--- src/rtl/mux_2x1_arbiter.sv ---
// Two-requester valid/ready arbiter sharing one registered 2:1 mux stage.
// Define MUX_ARB_FIXED_PRI_EN for fixed A-priority; default is round-robin.
module mux_2x1_arbiter #(
  parameter int DW        = 8,
  parameter int MAX_BURST = 4,
  parameter int CNT_W     = 2
) (
  input  logic          clk,
  input  logic          rst,
  input  logic          a_valid,
  input  logic [DW-1:0] a,
  output logic          a_ready,
  input  logic          b_valid,
  input  logic [DW-1:0] b,
  output logic          b_ready,
  output logic          sel,
  output logic          out_valid,
  output logic [DW-1:0] out_data,
  output logic          out_src,
  input  logic          out_ready
);

  typedef enum logic [1:0] {
    S_IDLE  = 2'd0,
    S_GNT_A = 2'd1,
    S_GNT_B = 2'd2
  } state_t;

  localparam logic [CNT_W-1:0] LP_CNT_MAX =
    CNT_W'(MAX_BURST - 1);

  state_t          r_state;
  logic [CNT_W-1:0] r_cnt;
  logic            r_out_valid;
  logic [DW-1:0]   r_out_data;
  logic            r_out_src;
`ifndef MUX_ARB_FIXED_PRI_EN
  logic            r_last;
`endif

  logic            w_free;
  logic            w_sel;
  logic            w_acc_a;
  logic            w_acc_b;
  logic            w_acc;
  logic [DW-1:0]   w_mux;
  logic            w_cnt_end;
  state_t          w_pick_idle;
  state_t          w_pick_end_a;
  state_t          w_pick_end_b;

  assign w_free    = !r_out_valid | out_ready;
  assign w_sel     = (r_state == S_GNT_B);
  assign w_mux     = w_sel ? b : a;
  assign w_acc_a   = (r_state == S_GNT_A) & a_valid & w_free;
  assign w_acc_b   = (r_state == S_GNT_B) & b_valid & w_free;
  assign w_acc     = w_acc_a | w_acc_b;
  assign w_cnt_end = (r_cnt == LP_CNT_MAX);

`ifdef MUX_ARB_FIXED_PRI_EN
  // A wins every arbitration it takes part in, even its own burst end
  assign w_pick_idle  = a_valid ? S_GNT_A :
                        b_valid ? S_GNT_B : S_IDLE;
  assign w_pick_end_a = w_pick_idle;
  assign w_pick_end_b = w_pick_idle;
`else
  // r_last=1 means B was served last, so A wins a tie
  assign w_pick_idle  = (a_valid & b_valid) ?
                          (r_last ? S_GNT_A : S_GNT_B) :
                        a_valid ? S_GNT_A :
                        b_valid ? S_GNT_B : S_IDLE;
  assign w_pick_end_a = b_valid ? S_GNT_B : S_IDLE;
  assign w_pick_end_b = a_valid ? S_GNT_A : S_IDLE;
`endif

  always_ff @(posedge clk) begin
    if (rst) begin
      r_state     <= S_IDLE;
      r_cnt       <= '0;
      r_out_valid <= 1'b0;
      r_out_data  <= '0;
      r_out_src   <= 1'b0;
`ifndef MUX_ARB_FIXED_PRI_EN
      r_last      <= 1'b1;
`endif
    end else begin
      if (w_acc) begin
        r_out_valid <= 1'b1;
        r_out_data  <= w_mux;
        r_out_src   <= w_sel;
      end else if (out_ready) begin
        r_out_valid <= 1'b0;
      end

      unique case (r_state)
        S_IDLE: begin
          r_state <= w_pick_idle;
        end
        S_GNT_A: begin
          if (!a_valid || (w_free && w_cnt_end)) begin
            r_cnt   <= '0;
            r_state <= w_pick_end_a;
`ifndef MUX_ARB_FIXED_PRI_EN
            r_last  <= 1'b0;
`endif
          end else if (w_free) begin
            r_cnt <= r_cnt + CNT_W'(1);
          end
        end
        S_GNT_B: begin
          if (!b_valid || (w_free && w_cnt_end)) begin
            r_cnt   <= '0;
            r_state <= w_pick_end_b;
`ifndef MUX_ARB_FIXED_PRI_EN
            r_last  <= 1'b1;
`endif
          end else if (w_free) begin
            r_cnt <= r_cnt + CNT_W'(1);
          end
        end
        default: begin
          r_state <= S_IDLE;
          r_cnt   <= '0;
        end
      endcase
    end
  end

  assign a_ready   = (r_state == S_GNT_A) & w_free;
  assign b_ready   = (r_state == S_GNT_B) & w_free;
  assign sel       = w_sel;
  assign out_valid = r_out_valid;
  assign out_data  = r_out_data;
  assign out_src   = r_out_src;

endmodule

--- config.mk ---
export PLATFORM = sky130hd
export DESIGN_NAME = mux_2x1_arbiter
export DESIGN_NICKNAME = d
export VERILOG_FILES = /design/src/rtl/mux_2x1_arbiter.sv
export SDC_FILE = /design/constraint.sdc
export NUM_CORES = 1
export LEC_CHECK = 0
export BUFFER_PORTS_ARGS = -buffer_cell sky130_fd_sc_hd__buf_2
export CORE_MARGIN = 2
export CORE_UTILIZATION = 45
export CTS_BUF_LIST = sky130_fd_sc_hd__clkbuf_4 sky130_fd_sc_hd__clkbuf_8
export DETAILED_ROUTE_END_ITERATION = 7
export PLACE_DENSITY = 0.77
export RECOVER_POWER = 25
export SYNTH_ARGS = -nofsm -noshare
export SYNTH_HDL_FRONTEND = slang
export SYNTH_SLANG_ARGS = --single-unit
export TNS_END_PERCENT = 100
--- constraint.sdc ---
create_clock -name clk -period 2 [get_ports clk]
set_clock_uncertainty 0.05 [all_clocks]
set_input_delay 0.5 -clock clk [delete_from_list [all_inputs] [get_ports clk]]
set_output_delay 0.5 -clock clk [all_outputs]
set_load 0.02 [all_outputs]
==> results.md, run 1 <==
- WL/cell: 12.5 um
- # clock sinks: 15
- Syn Area/Cell: 9.47 um^2
- Port-buffer cells: 33
- Hold buffers post-CTS: 0
- Mapped Area: 767 um^2
- Ports: 34
- Die Height: 45.3 um
- Crit path DAT: between 1 and 1.5 ns
- MaxCap Viol Count: 0
- Largest net degree at the start of global routing: 18
- Reg2reg start: r_state[1]
- Yosys warns: 0
- Root Buffer: clkbuf_4
- Cell Count, Final, Fillers Out: 132
- Slew Viols, Final: 0
- CTS H-tree lvls: 1
- # setup viols final: 0
- TritonCTS buffer count: 3
- Vias: around 700
- Final GP Congestion: 0.785
- Nets: 143
- Crit path max fanout: 13
- GRT Overall Usage: 0.185
- Die width: ~45 um
- Placed Cells: 128
- LEAKAGE: about 0.00043 uW
- Hold EP: r_state[0]
- TritonCTS clock tree: built
- Tcrit/Tclk final: 0.985
- Synth unique cells: 22
- Rows: 14
- Sequential area share after synthesis: 0.392
- Crit. End Element: output pin
- Initial antenna violation count: 0
- R2R depth: 6
- Hold Crit Class: reg2reg
- DP HPWL: 1.23 mm
- Most common cell after layout, fill and taps aside: buf_2
- Min Tclk post-route: 1.97 ns
- Type of origin of the critical path: flip-flop
- Clock Power Share: 0.242
- Clock Pin Slew Worst Setup and Hold Paths: approximately 0.09 ns
- Clock buffer depth: 2
- Hold Path Origin: r_state[0]
- Commonest non-fill, non-tap cells in the layout: buf_2, dfxtp_1, nor2_1, mux2i_1, a211oi_1
- Fill count: between 100 and 150
- WS Path Type: reg2out
- Power Total: between 700 and 800 uW
- Max VDD drop: a little over 0.5 mV
- F_max: ~510 MHz
- Internal power: 526 uW
- Psw: ~260 uW
- Seq cells post-synth: 15
- R2r setup slk: approximately 0.13 ns
- Comb pwr share: 0.307
- Post-synthesis async set-or-reset flop share: 0
- Hold Fails Final Rpt: 0
- Capturing point of the worst reg2reg path: r_state[0]
- Drt first-iter violations: 10
- Hold path cells: 2
- Synthesis-to-layout area growth: 28.2%
- Latest clock arrival within the worst-skew pair: 0.28 ns
- Post-CTS Setup Bufs: 0
- Antenna Nets Post-Route: 0
- Switching Fraction: 0.330
- Drt pass-1 iters: 2
- Seq pwr share: 0.451
- Ys flop type: dfxtp_1
- Cells after Synth: around 80
- First-pass GRT wire length: approximately 2.7 mm
- Max-slew headroom: 0.721
- Status: finished clean
- Initial core utilization: 0.492
- Ratio of cells with drive above 1 in the final layout: 0.328
- Post-synth EDFFs: 0
- Required @ worst endpoint: 1.45 ns
- Vias in the first global route: 631
- Syn Nets: 107
- Core area: approximately 0.0016 mm^2
- RSZ-0062 raised after global routing: yes
- Congestion Overflow GR: 0
- Power density over the cells: 797 mW/mm^2
- DIE AREA: 0.00205 mm^2
- DRC viols: 0
- Slew of the pin with the lowest slew margin: 0.417 ns
- Diodes inserted: 0
- Final WL: 1.65 mm
- Vias per cell: 5.26
==> logic make-up after synthesis <==
| kind of cell | synth area share |
|---|---|
| AOI/OAI and AO/OA | 0.196 |
| buffers and inverters | 0.0310 |
| adders and majority gates | 0.0816 |
| muxes | 0.117 |
| and+or+nand+nor | 0.183 |
| DFF | 0.392 |
==> repair_timing <==
action,in CTS,in global routing
endpoints found under the hold margin,0,0
setup endpoints to repair,1,4
pin swaps,0,0
gates resized for setup,3,2
==> state kept, by name, indices dropped and copies added, names as in the netlist <==
signal / count
r_last: 1
out_data: 8
out_src: 1
r_cnt: 2
r_state: 2
out_valid: 1
==> worst max path at each step <==
stage	startpoint	end	slack, ns	cells after the start
finish	r_state[0]	b_ready	0.03	5
global route	r_state[0]	b_ready	-0.05	5
CTS	r_state[0]	b_ready	0.004	5
detailed placement	r_state[1]	r_state[1]	0.19	6
global placement	r_state[0]	b_ready	0.27	5
floorplan	r_state[0]	b_ready	0.13	4
==> power by group through the flow <==
| stage | sequential [uW] | combinational [uW] | clock (uW) |
|---|---|---|---|
| 2_1_floorplan | 382 | 143 | 0 |
| 3_3_place_gp | 358 | 233 | 0 |
| 3_5_place_dp | 359 | 238 | 0 |
| 4_1_cts | 353 | 241 | 192 |
| 5_1_grt | 358 | 269 | 208 |
| 6_report | 353 | 241 | 190 |
==> final cells by class <==
class	instances	area, um^2	share of cell area
well taps	16	20.0	0.0204
multi-input cells	61	450	0.458
flip-flops and latches	15	302	0.307
repair buffers	34	174	0.177
inverters	2	7.51	0.00763
clock buffers	4	30.0	0.0305
==> stage by stage <==
step / hold slack, ns / worst slack [ns] / TNS [ns] / util / instance area, um^2
final: 0.436 / 0.0304 / 0 / 0.631 / 983
after global routing: 0.449 / -0.0471 / -0.0499 / 0.631 / 983
after CTS: 0.437 / 0.00432 / 0 / 0.629 / 981
after detailed placement: 0.430 / 0.192 / 0 / 0.605 / 943
after global placement: 0.423 / 0.266 / 0 / 0.605 / 943
after floorplan: 0.399 / 0.131 / 0 / - / 767
==> worst max-delay path, cell delays in order (launching register included) <==
cell and delay (ns):
dfxtp_2 0.35, inv_1 0.10, ha_2 0.24, buf_8 0.17, and2_1 0.12, buf_2 0.15
==> routing by layer <==
| layer | part of all wire | up-vias | track usage |
|---|---|---|---|
| li1 | - | 360 | - |
| met1 | 0.46 | 313 | 0.232 |
| met2 | 0.48 | 19 | 0.300 |
| met3 | 0.043 | 2 | 0.0600 |
| met4 | 0.0091 | 0 | 0.0588 |
| met5 | 0 | - | 0 |
==> cell usage after synthesis, types with 2 or more instances <==
library cell  count  share of area
mux2i_1           9           0.12
nand2b_1          3          0.024
a21oi_1           6          0.039
nor2b_1           2          0.016
a211oi_1          8          0.078
nand2_1           4          0.020
nor2_1           12          0.059
dfxtp_1          15           0.39
or4b_1            2          0.026
nor3_1            2          0.013
and2_1            2          0.016
inv_1             2         0.0098
ha_1              5          0.082
Note: power is estimated with default switching activity, not from simulation.
==> run 2: changes to the inputs <==
- CORE_UTILIZATION: 45 -> 47
- PLACE_DENSITY: 0.77 -> 0.8
==> results.md, run 2 (synthesized netlist as in run 1, its figures left out) <==
- Final Hold Slack: 0.435 ns
- Tcrit/Tclk final: 0.958
- Rows: 14
- LEAKAGE: 0.000438 uW
- Root Buffer: clkbuf_4
- Clock buffer depth: 2
- # setup viols final: 0
- Final WL: about 1.8 mm
- Final core occ: 0.646
- Crit path max fanout: 8
- DRC viols: 0
- Power density over the cells: 788 mW/mm^2
- Crit. End Element: output pin
- Latest clock arrival within the worst-skew pair: 0.29 ns
- Type of origin of the critical path: flip-flop
- Nets: 144
- Initial core utilization: 0.503
- Drt pass-1 iters: 4
- Largest net degree at the start of global routing: 18
- Setup WS post-layout: 0.0833 ns
- CTS H-tree lvls: 1
- Vias per cell: ~5.5
- Die width: around 44 um
- Fill count: 133
- Die Height: approximately 44 um
- Sequential standard cell area: between 300 and 400 um^2
- Commonest non-fill, non-tap cells in the layout: buf_2, dfxtp_1, nor2_1, mux2i_1, a211oi_1
- Required @ worst endpoint: ~1.5 ns
- Ratio of cells with drive above 1 in the final layout: 0.333
- DP HPWL: ~1.3 mm
- Final GP Congestion: 0.752
- Vias: 725
- F_max: 522 MHz
- Crit path DAT: 1.37 ns
- Congestion Overflow GR: 0
- First-pass GRT wire length: approximately 2.9 mm
- Port-buffer cells: 33
- WS Path Type: reg2out
- Slew of the pin with the lowest slew margin: 0.431 ns
- WL/cell: 13.3 um
- Hold Fails Final Rpt: 0
- Max reg flops: 8
- # clock sinks: 15
- Ports: 34
- Synthesis-to-layout area growth: 28.4%
- Hold Crit Class: reg2reg
- Status: finished clean
- RSZ-0062 raised after global routing: yes
- Max VDD drop: 0.428 mV
- TritonCTS clock tree: built
- Area post-placement: 951 um^2
- Slew Viols, Final: 0
- Drt first-iter violations: 13
- Core area: 0.00152 mm^2
- Min Tclk post-route: 1.92 ns
- Clock Pin Slew Worst Setup and Hold Paths: 0.08 ns
- Vias in the first global route: 681
- TritonCTS buffer count: 3
- Most common cell after layout, fill and taps aside: buf_2
- Pre-CTS setup slack: 0.178 ns
- DIE AREA: between 0.0015 and 0.002 mm^2
- Diodes inserted: 0
- GRT Overall Usage: 0.201
- Design Area, Final: 985 um^2
- Antenna Nets Post-Route: 0
- Initial antenna violation count: 0
- Max-slew headroom: 0.712
- MaxCap Viol Count: 0
- Footprint of the multi-input gates: 450 um^2
==> run 2: worst max-delay path, stage by stage, from the launching register on <==
cell     delay, ns
dfxtp_2       0.34
inv_1         0.08
ha_2          0.24
buf_6         0.16
and2_1        0.12
buf_2         0.15
==> run 2: power by group <==
| group | total (uW) | switching [uW] | internal [uW] |
|---|---|---|---|
| registers | 353 | 20.2 | 333 |
| clock network | 174 | 99.4 | 74.2 |
| logic | 250 | 145 | 104 |
| total | 776 | 265 | 511 |
==> run 2: path summary, 6_finish.rpt <==
check	from	to	slack [ns]	cells after the start
worst max-delay path	r_state[0]	b_ready	0.08	5
worst min-delay path	r_state[0]	r_state[0]	0.43	2
worst max register to register	r_state[1]	r_state[1]	0.13	6
worst min register to register	r_state[0]	r_state[0]	0.43	2
==> run 2: cell type report <==
| type | instances | area share |
|---|---|---|
| inverter | 2 | 0.00762 |
| multi-input combinational | 61 | 0.457 |
| tap | 16 | 0.0203 |
| sequential | 15 | 0.306 |
| clock inverter | 1 | 0.00508 |
| timing repair buffer | 35 | 0.180 |
| clock buffer | 3 | 0.0229 |
==> run 2: stage by stage <==
step	TNS, ns	std cells	power [uW]
finish	0	133	776
floorplan	0	81	525
detailed placement	0	129	601
global route	-0.00647	133	822
global placement	0	129	593
CTS	0	133	777
==> run 2: what timing repair did <==
action / 4_1_cts / 5_1_grt
buffers inserted: 0 / 0
endpoints found under the setup margin: 1 / 2
gates resized for setup: 2 / 2
hold buffers: 0 / 0
==> run 2: layer usage <==
metal,track usage,vias up,part of all wire
met3,0.0531,4,0.059
met5,0,-,0
met1,0.242,333,0.41
met4,0.0667,0,0.014
li1,-,357,-
met2,0.347,31,0.52
==> run 3: changes to the inputs <==
- BUFFER_PORTS_ARGS: -buffer_cell sky130_fd_sc_hd__buf_2 -> unset
- CORE_AREA: unset -> 2 2 39 41
- CORE_MARGIN: 2 -> unset
- CORE_UTILIZATION: 47 -> unset
- DIE_AREA: unset -> 0 0 41 43
- DONT_BUFFER_PORTS: unset -> 1
- PLACE_DENSITY: 0.8 -> 0.73
- SLEW_MARGIN: unset -> 30
==> results.md, run 3 (synthesized netlist as in run 1, its figures left out) <==
- Min Tclk post-route: 1.89 ns
- Vias per cell: 5.88
- Type of origin of the critical path: flip-flop
- Crit path DAT: ~1.3 ns
- Crit. End Element: output pin
- CTS H-tree lvls: 1
- Max-slew headroom: 0.816
- R2R depth: 6
- Final GP Congestion: roughly 0.7
- Port-buffer cells: 0
- Initial antenna violation count: 0
- Diodes inserted: 0
- Rows: 14
- Drt first-iter violations: 8
- Pre-CTS setup slack: 0.247 ns
- Clock Pin Slew Worst Setup and Hold Paths: 0.08 ns
- Worst path max stage delay: 0.34 ns
- Vias in the first global route: 564
- Clock buffer depth: 2
- MaxCap Viol Count: 0
- GRT Overall Usage: 0.197
- DIE AREA: ~0.0018 mm^2
- WS Path Type: reg2out
- WL/cell: 13.9 um
- # clock sinks: 15
- Setup_tns: 0 ns
- Hold buffers post-CTS: 0
- Slowest CP cell: dfxtp_2
- Tcrit/Tclk final: 0.943
- Die width: about 40 um
- Slew Viols, Final: 0
- Drt pass-1 iters: 4
- Largest net degree at the start of global routing: 18
- Hold Fails Final Rpt: 0
- Slew of the pin with the lowest slew margin: ~0.28 ns
- Cell-by-cell trace of the critical path: inv_1 > ha_2 > buf_6 > and2_2
- Commonest non-fill, non-tap cells in the layout: dfxtp_1, nor2_1, mux2i_1, a211oi_1, a21oi_1
- Congestion Overflow GR: 0
- Hold path cells: 1
- Vias: 600
- # setup viols final: 0
- DRC viols: 0
- TritonCTS buffer count: 3
- Nets: 113
- Required @ worst endpoint: 1.45 ns
- Power density over the cells: 865 mW/mm^2
- F_max: around 530 MHz
- Antenna Nets Post-Route: 0
- TritonCTS clock tree: built
- Ratio of cells with drive above 1 in the final layout: 0.163
- DP HPWL: 1.08 mm
- Hold Crit Class: in2reg
- Synthesis-to-layout area growth: 9.46%
- Initial core utilization: 0.554
- LEAKAGE: 0.000323 uW
- Latest clock arrival within the worst-skew pair: 0.27 ns
- Max reg flops: 8
- Setup WS post-layout: around 0.11 ns
- RSZ-0062 raised after global routing: no
- Die Height: 43 um
- First-pass GRT wire length: 2.30 mm
- Max VDD drop: 0.564 mV
- Crit path max fanout: 13
- Ports: 34
- Most common cell after layout, fill and taps aside: dfxtp_1
- Status: finished clean
- Core area: 0.00138 mm^2
- Root Buffer: clkbuf_4
- Final WL: 1.42 mm
-- run 3: cell types whose count changed in the layout (fill, tap and decap cells not counted), sizes merged --
cell    previous run  this run
buf               30         4
clkbuf             8         4
clkinv             1         0
-- run 3: cell type report --
type | instances | area [um^2]
Clock buffer | 4 | 30.0
Fill cell | 121 | 544
Inverter | 2 | 7.51
Multi-Input combinational cell | 61 | 447
Sequential cell | 15 | 302
Tap cell | 16 | 20.0
Timing Repair Buffer | 4 | 33.8
-- run 3: path summary, 6_finish.rpt --
check                           slack [ns]  startpoint          to
worst min register to register        0.43  r_state[0]  r_state[0]
worst max-delay path                  0.11  r_state[0]     b_ready
worst max register to register        0.23  r_state[1]  r_state[1]
worst min-delay path                  0.23         rst  r_state[0]
-- run 3: per-stage QoR --
| stage | total power (uW) | std cells | utilization | hold slack, ns | cell area (um^2) |
|---|---|---|---|---|---|
| after floorplan | 525 | 81 | - | 0.399 | 767 |
| after global placement | 553 | 98 | 0.579 | 0.414 | 801 |
| after detailed placement | 558 | 98 | 0.579 | 0.414 | 801 |
| after CTS | 735 | 102 | 0.601 | 0.231 | 832 |
| after global routing | 779 | 102 | 0.607 | 0.215 | 840 |
| final | 726 | 102 | 0.607 | 0.233 | 840 |
-- run 3: routing by layer --
layer / global-route usage / up-vias / share of wire / wire length (um)
met1: 0.238 / 279 / 0.42 / 595
met4: 0.127 / 0 / 0.014 / 20
met3: 0.0524 / 2 / 0.060 / 85
met5: 0 / - / 0 / 0
met2: 0.291 / 21 / 0.50 / 714
li1: - / 298 / - / -
-- run 3: what timing repair did --
item                                   CTS  global route
gates cloned                             0             0
pin swaps                                0             0
gates resized for setup                  1             3
setup buffers                            0             0
endpoints found under the hold margin    0             0
setup endpoints to repair                1             2
-- run 3: power by group --
part | switching [uW] | internal, uW
clock | 82.8 | 90.6
sequential | 48.2 | 333
combinational | 91.3 | 79.9
total | 222 | 503
-- run 3: worst max-delay path: cells and delay by family (launching register included) --
kind	cells	cell delay [ns]
buffers and inverters	2	0.27
adder cells (fa/ha/maj)	1	0.23
AND/OR/NAND/NOR	1	0.22
flip-flops	1	0.34
